## config.mk

```make
export PLATFORM = sky130hd
export DESIGN_NAME = alu_arbiter
export DESIGN_NICKNAME = d
export VERILOG_FILES = /design/src/rtl/alu_arbiter.sv
export SDC_FILE = /design/constraint.sdc
export NUM_CORES = 1
export LEC_CHECK = 0
export ABC_CLOCK_PERIOD_IN_PS = 5500
export CORE_ASPECT_RATIO = 0.6
export CORE_MARGIN = 4
export CORE_UTILIZATION = 41
export DETAILED_ROUTE_END_ITERATION = 10
export PLACE_DENSITY = 0.85
export SLEW_MARGIN = 5
export SYNTH_ARGS = -nofsm -noshare
export SYNTH_HDL_FRONTEND = slang
export SYNTH_SLANG_ARGS = --single-unit
```

## constraint.sdc

```tcl
create_clock -name Clock -period 5.5 [get_ports Clock]
set_clock_uncertainty 0.2 [all_clocks]
set_input_delay 1.1 -clock Clock [delete_from_list [all_inputs] [get_ports Clock]]
set_output_delay 1.1 -clock Clock [all_outputs]
set_load 0.02 [all_outputs]
```

## src/rtl/alu_arbiter.sv

```systemverilog
// Two-port round-robin arbiter that sequences the shared ALU through a fixed
// issue/capture cycle pair and returns the result to the winning requester as a one-cycle pulse.
module alu_arbiter #(
    parameter int DATA_WIDTH   = 32,
    parameter int FUNSEL_WIDTH = 5
) (
    input  logic                    Clock,
    input  logic                    Reset,
    input  logic                    Req0Valid,
    output logic                    Req0Ready,
    input  logic [DATA_WIDTH-1:0]   Req0A,
    input  logic [DATA_WIDTH-1:0]   Req0B,
    input  logic [FUNSEL_WIDTH-1:0] Req0FunSel,
    input  logic                    Req0WF,
    input  logic                    Req1Valid,
    output logic                    Req1Ready,
    input  logic [DATA_WIDTH-1:0]   Req1A,
    input  logic [DATA_WIDTH-1:0]   Req1B,
    input  logic [FUNSEL_WIDTH-1:0] Req1FunSel,
    input  logic                    Req1WF,
    output logic                    Rsp0Valid,
    output logic                    Rsp1Valid,
    output logic [DATA_WIDTH-1:0]   RspData,
    output logic [3:0]              RspFlags,
    output logic [DATA_WIDTH:0]     AluA,
    output logic [DATA_WIDTH:0]     AluB,
    output logic [FUNSEL_WIDTH-1:0] AluFunSel,
    output logic                    AluWF,
    input  logic [DATA_WIDTH:0]     AluOut,
    input  logic [3:0]              AluFlags
);

    typedef enum logic [1:0] {
        IDLE,
        ISSUE,
        CAPTURE,
        RESPOND
    } state_t;

    state_t state;
    state_t next_state;

    logic                    last_grant;
    logic                    owner;
    logic                    grant0;
    logic                    grant1;
    logic [DATA_WIDTH-1:0]   alu_a;
    logic [DATA_WIDTH-1:0]   alu_b;
    logic [FUNSEL_WIDTH-1:0] alu_funsel;
    logic                    alu_wf;
    logic [DATA_WIDTH-1:0]   rsp_data;
    logic [3:0]              rsp_flags;
    logic                    rsp0_valid;
    logic                    rsp1_valid;
    logic                    unused_alu_msb;

    // On a tie the requester that did not win last time gets the ALU.
    always_comb begin
        grant0    = Req0Valid & (~Req1Valid | last_grant);
        grant1    = Req1Valid & (~Req0Valid | ~last_grant);
        Req0Ready = (state == IDLE) & ~Reset & grant0;
        Req1Ready = (state == IDLE) & ~Reset & grant1;
    end

    always_ff @(posedge Clock) begin
        if (Reset) begin
            state <= IDLE;
        end else begin
            state <= next_state;
        end
    end

    always_comb begin
        next_state = state;
        unique case (state)
            IDLE:    if (Req0Ready | Req1Ready) next_state = ISSUE;
            ISSUE:   next_state = CAPTURE;
            CAPTURE: next_state = RESPOND;
            RESPOND: next_state = IDLE;
            default: next_state = IDLE;
        endcase
    end

    // The ALU drive registers double as the operand latches for the whole operation.
    always_ff @(posedge Clock) begin
        if (Reset) begin
            last_grant <= 1'b1;
            owner      <= 1'b0;
            alu_a      <= '0;
            alu_b      <= '0;
            alu_funsel <= '0;
            alu_wf     <= 1'b0;
            rsp_data   <= '0;
            rsp_flags  <= '0;
            rsp0_valid <= 1'b0;
            rsp1_valid <= 1'b0;
        end else begin
            rsp0_valid <= 1'b0;
            rsp1_valid <= 1'b0;
            unique case (state)
                IDLE: begin
                    if (Req0Ready) begin
                        alu_a      <= Req0A;
                        alu_b      <= Req0B;
                        alu_funsel <= Req0FunSel;
                        alu_wf     <= Req0WF;
                        owner      <= 1'b0;
                        last_grant <= 1'b0;
                    end else if (Req1Ready) begin
                        alu_a      <= Req1A;
                        alu_b      <= Req1B;
                        alu_funsel <= Req1FunSel;
                        alu_wf     <= Req1WF;
                        owner      <= 1'b1;
                        last_grant <= 1'b1;
                    end
                end
                ISSUE: begin
                    alu_wf <= 1'b0;
                end
                CAPTURE: begin
                    // Flags written at the end of ISSUE are stable here.
                    rsp_data   <= AluOut[DATA_WIDTH-1:0];
                    rsp_flags  <= AluFlags;
                    rsp0_valid <= ~owner;
                    rsp1_valid <= owner;
                    alu_a      <= '0;
                    alu_b      <= '0;
                    alu_funsel <= '0;
                end
                default: begin
                end
            endcase
        end
    end

    assign unused_alu_msb = AluOut[DATA_WIDTH];

    assign AluA      = {1'b0, alu_a};
    assign AluB      = {1'b0, alu_b};
    assign AluFunSel = alu_funsel;
    assign AluWF     = alu_wf;
    assign RspData   = rsp_data;
    assign RspFlags  = rsp_flags;
    assign Rsp0Valid = rsp0_valid;
    assign Rsp1Valid = rsp1_valid;

endmodule

```

; ---- Word level (Yosys, flattened, before mapping)
; Cells that the tools add are included.
[totals]
elab_cells = 54
output_inout_bits = 112
regBits = 112
[op_classes]
n_eq_ne = 5
n_bitwise = 14
mux = 16
reduce_logical = 8
[op_table]
columns = operator, count
row1 = $mux W32, 4
row2 = $pmux W32 S2, 2
row3 = $mux W5, 2
row4 = $pmux W5 S2, 1
row5 = $pmux W2 S4, 1
row6 = $not A1 Y1, 6
row7 = $reduce_and A2 Y1, 3
row8 = $reduce_bool A2 Y1, 3
row9 = $and A1 B1 Y1, 5
row10 = $eq A2 B2 Y1 const B, 2
row11 = $mux W1, 4
row12 = $ne A3 B3 Y1 const B, 1
row13 = $or A1 B1 Y1, 3
row14 = $eq A2 B1 Y1 const B, 1
row15 = $logic_not A2 Y1, 1
row16 = $mux W2, 1
row17 = $ne A2 B1 Y1 const B, 1
row18 = $pmux W1 S2, 1
row19 = $reduce_or A2 Y1, 1

; ---- Longest topological paths before layout
[depth]
word_depth = 7
ltp_mapped = 9
depth_no_buf = 7

; ---- Least setup slack after synthesis
; OpenSTA, ideal clock, no wires.
[synth_path]
path_type = input to output
start = in Reset
end = out Req0Ready
t_required_ps = 4200
t_arrival_ps = 1832
path_buffers = 1
setup_slack_ps = 2368
stages = 4
path_cell_list = and2b_2 > nand3_2 > inv_2 > buf_2
[synth_between]
elab_chain_cells = 3
[synth_lines]
columns = element, line
row1 = start: declaration, 8  ; input logic Reset,
row2 = $not A1 Y1, 61  ; Req0Ready = (state == IDLE) & ~Reset & grant0;
row3 = $and A1 B1 Y1 (2 in a row), 61
row4 = end: declaration, 10  ; output logic Req0Ready,
; No other way between the ends.

; ---- Final worst setup path
[layout_path]
start = in Req1Valid
end = out Req1Ready
[layout_between]
elab_chain_cells = 2
[layout_lines]
columns = element, line
row1 = start: declaration, 15  ; input logic Req1Valid,
row2 = $and A1 B1 Y1, 60  ; grant1 = Req1Valid & (~Req0Valid | ~last_grant);
row3 = $and A1 B1 Y1, 62  ; Req1Ready = (state == IDLE) & ~Reset & grant1;
row4 = end: declaration, 16  ; output logic Req1Ready,
; No other way between the ends.

==> flow_metrics.tcl <==
set metrics [dict create \
    cts_tree "done" \
    wirelength_mm 17.86 \
    cts.path.max_buffers 2 \
    fin_crit_ps 3807 \
    whs_path_depth 1 \
    pin_count 293 \
    die-area_um2 13950 \
    synth_area_leader_cell "dfxtp_1" \
    yosys-top-cells-area "dfxtp_1, nand2_1, a22oi_1" \
    setup_viol 0 \
    path_class "in -> out" \
    h-tree-depth 3 \
    drtIter0Drc 376 \
    dr_total_vias 5306 \
    place_congestion 0.8087 \
    synth-main-ff-cell "dfxtp_1" \
    vdd_drop_max_mv 0.3025 \
    synth_fa_ha_area_frac 0.01011 \
    max_freq_mhz 262.7 \
    max_stage_delay_ps 660 \
    core-area_um2 11560 \
    cts_hold_buffers 0 \
    die_h_um 93.10 \
    synth_edf_count 0 \
    synth-simple-area-share 0.1520 \
    drtPass1Iterations 5 \
    hold_class "reg -> reg" \
    overflow 0 \
    hold_end "Rsp0Valid" \
    syn_inst 554 \
    startpoint "Req1Valid" \
    fillers 910 \
    cp_common_cell "clkdlybuf4s50_1" \
    initial_utilization 0.4280 \
    syn_avg_cell_area_um2 8.932 \
    area_growth_pct 64.17 \
    clock-sinks 112 \
    ff2ff_path_depth 7 \
    clk_latency_ps 330 \
    track_usage 0.2386 \
    synthTopCellsByCount "nand2_1, dfxtp_1, a22oi_1" \
    seq_area_frac_synth 0.4531 \
    r2r-end "alu_b[8]" \
    yosysUniqueCellTypes 29 \
    finalHoldViolCount 0 \
    rsz0062_at_grt "false" \
    synth.most_common_cell "nand2_1" \
    async_flop_share 0 \
    final_util 0.7027 \
    nets 991 \
    r2r-start "state[0]" \
    dp_hpwl_mm 12.81 \
    path_cells "clkdlybuf4s50_1, nand2_1, a21oi_1, clkdlybuf4s50_1" \
    maxCapViolCount 0 \
    synthXorXnorAreaFrac 0 \
    yosys_warnings 0 \
    crit_buf_inv 2 \
    power.leakage_nw 2.868 \
    placementRows 30 \
    hold_slack_ps 261.0 \
    cp_max_fo 4 \
    r2r_slack_ps 2650 \
    slew_headroom 0.1841 \
    netlist_area_um2 4948 \
    cp-end-kind "output pin" \
    finalCritPeriodShare 0.6921 \
    slowest_stage "clkdlybuf4s50_1" \
    synthMuxAreaShare 0.07484 \
    critPathRequiredTime_ps 4200 \
    clkTransAtPathRegs_ps 80 \
    antenna_found_initial 0 \
    critPathTopFamily "buffers and inverters" \
    status "completed" \
    cts_resized 0 \
    drv_slew 0 \
    grt_start_max_net_pins 112 \
    synth_top_area_share 0.4531 \
    drc 0 \
    synth_top_family_by_area "compound AO/OA/AOI/OAI gates" \
    ant_nets 0 \
    arrival_ps 2510 \
    min_from "owner" \
    drive_gt1_frac 0.04815 \
    grt_pass1_wl_mm 27.13 \
    grt_pass1_vias 5361 \
    clock-root-buffer "clkbuf_16" \
    synth_compound_area_frac 0.2513 \
    tns_ps 0 \
    antenna_cells 0 \
    cts_buffers 9 \
    viasPerCell 5.470 \
    avgRoutedWirePerCell_um 18.41 \
    power_w 0.003203 \
    synth-seq-cells 112 \
    tightest_slew_ps 1224 \
    cts_setup_buffers 0 \
    numPortBuffers 289 \
    die_x_um 149.8 \
    worstSetupStartpointType "input port" \
    p_per_area_nw_per_um2 394.3 \
]
## per-layer routing
metal / global-route usage / vias up / routed length [µm]
met5: 0 / - / 0
met4: 0.08067 / 0 / 450
met3: 0.08281 / 32 / 1711
met2: 0.4189 / 236 / 8869
met1: 0.2714 / 2517 / 6826
li1: - / 2521 / -
## final cells by class
cell class / count / area (µm²) / share of cell area
multi-input cells: 382 / 2426 / 0.2986
inverters: 5 / 18.77 / 0.002310
well taps: 160 / 200.2 / 0.02464
flip-flops and latches: 112 / 2242 / 0.2760
clock inverters: 5 / 65.06 / 0.008009
repair buffers: 296 / 2943 / 0.3622
clock buffers: 10 / 229.0 / 0.02818
## stage by stage
stage | std cells | setup slack, ps | instance area, µm²
CTS | 970 | 1698 | 8124
floorplan | 555 | 2368 | 4952
detailed placement | 955 | 1698 | 7830
global route | 970 | 1627 | 8124
global placement | 955 | 1706 | 7830
finish | 970 | 1693 | 8124
## flip-flops by register name, summed over array words and instances (netlist names)
name / cells
Rsp0Valid: 1
state: 2
alu_b: 32
RspFlags: 4
Rsp1Valid: 1
alu_a: 32
AluWF: 1
owner: 1
last_grant: 1
RspData: 32
AluFunSel: 5
## logic make-up (layout without fill, tap and decap cells)
logic type | count (synthesis) | in the layout
other | 1 | 2
buffers and inverters | 61 | 316
AND/OR/NAND/NOR | 192 | 192
multiplexers | 37 | 37
flip-flops | 112 | 112
AO/OA/AOI/OAI | 147 | 147
adder cells (fa/ha/maj) | 4 | 4
## layout by cell type (no fill, tap or decap), types with 2 or more instances in the layout
| cell type | Yosys | routed |
|---|---|---|
| clkdlybuf4s50_1 | 0 | 288 |
| nand2_1 | 142 | 142 |
| dfxtp_1 | 112 | 112 |
| a22oi_1 | 69 | 69 |
| a221oi_1 | 59 | 59 |
| nor2_1 | 39 | 39 |
| mux2i_1 | 37 | 37 |
| a221oi_2 | 10 | 10 |
| clkbuf_16 | 0 | 9 |
| buf_4 | 4 | 8 |
| inv_1 | 4 | 4 |
| a21oi_1 | 3 | 3 |
| o21ai_0 | 3 | 3 |
| ha_1 | 4 | 3 |
| nor3_1 | 2 | 2 |
| conb_1 | 1 | 2 |
| inv_6 | 0 | 2 |
| clkinv_4 | 0 | 2 |
## power by group
| group | switching, W | total, W | internal, W | leakage [nW] |
|---|---|---|---|---|
| Combinational | 0.000829 | 0.00147 | 0.000638 | 1.81 |
| Clock | 0.000304 | 0.000661 | 0.000357 | 0.144 |
| Sequential | 0.000107 | 0.00108 | 0.000968 | 0.911 |
## worst max path at each step
| stage | slack [ps] | cells after the start | end |
|---|---|---|---|
| floorplan | 2370 | 4 | Req0Ready |
| global placement | 1710 | 4 | Req1Ready |
| detailed placement | 1700 | 5 | Req0Ready |
| CTS | 1700 | 5 | Req0Ready |
| global route | 1630 | 4 | Req1Ready |
| finish | 1690 | 4 | Req1Ready |
(Power assumes the default switching activity.)
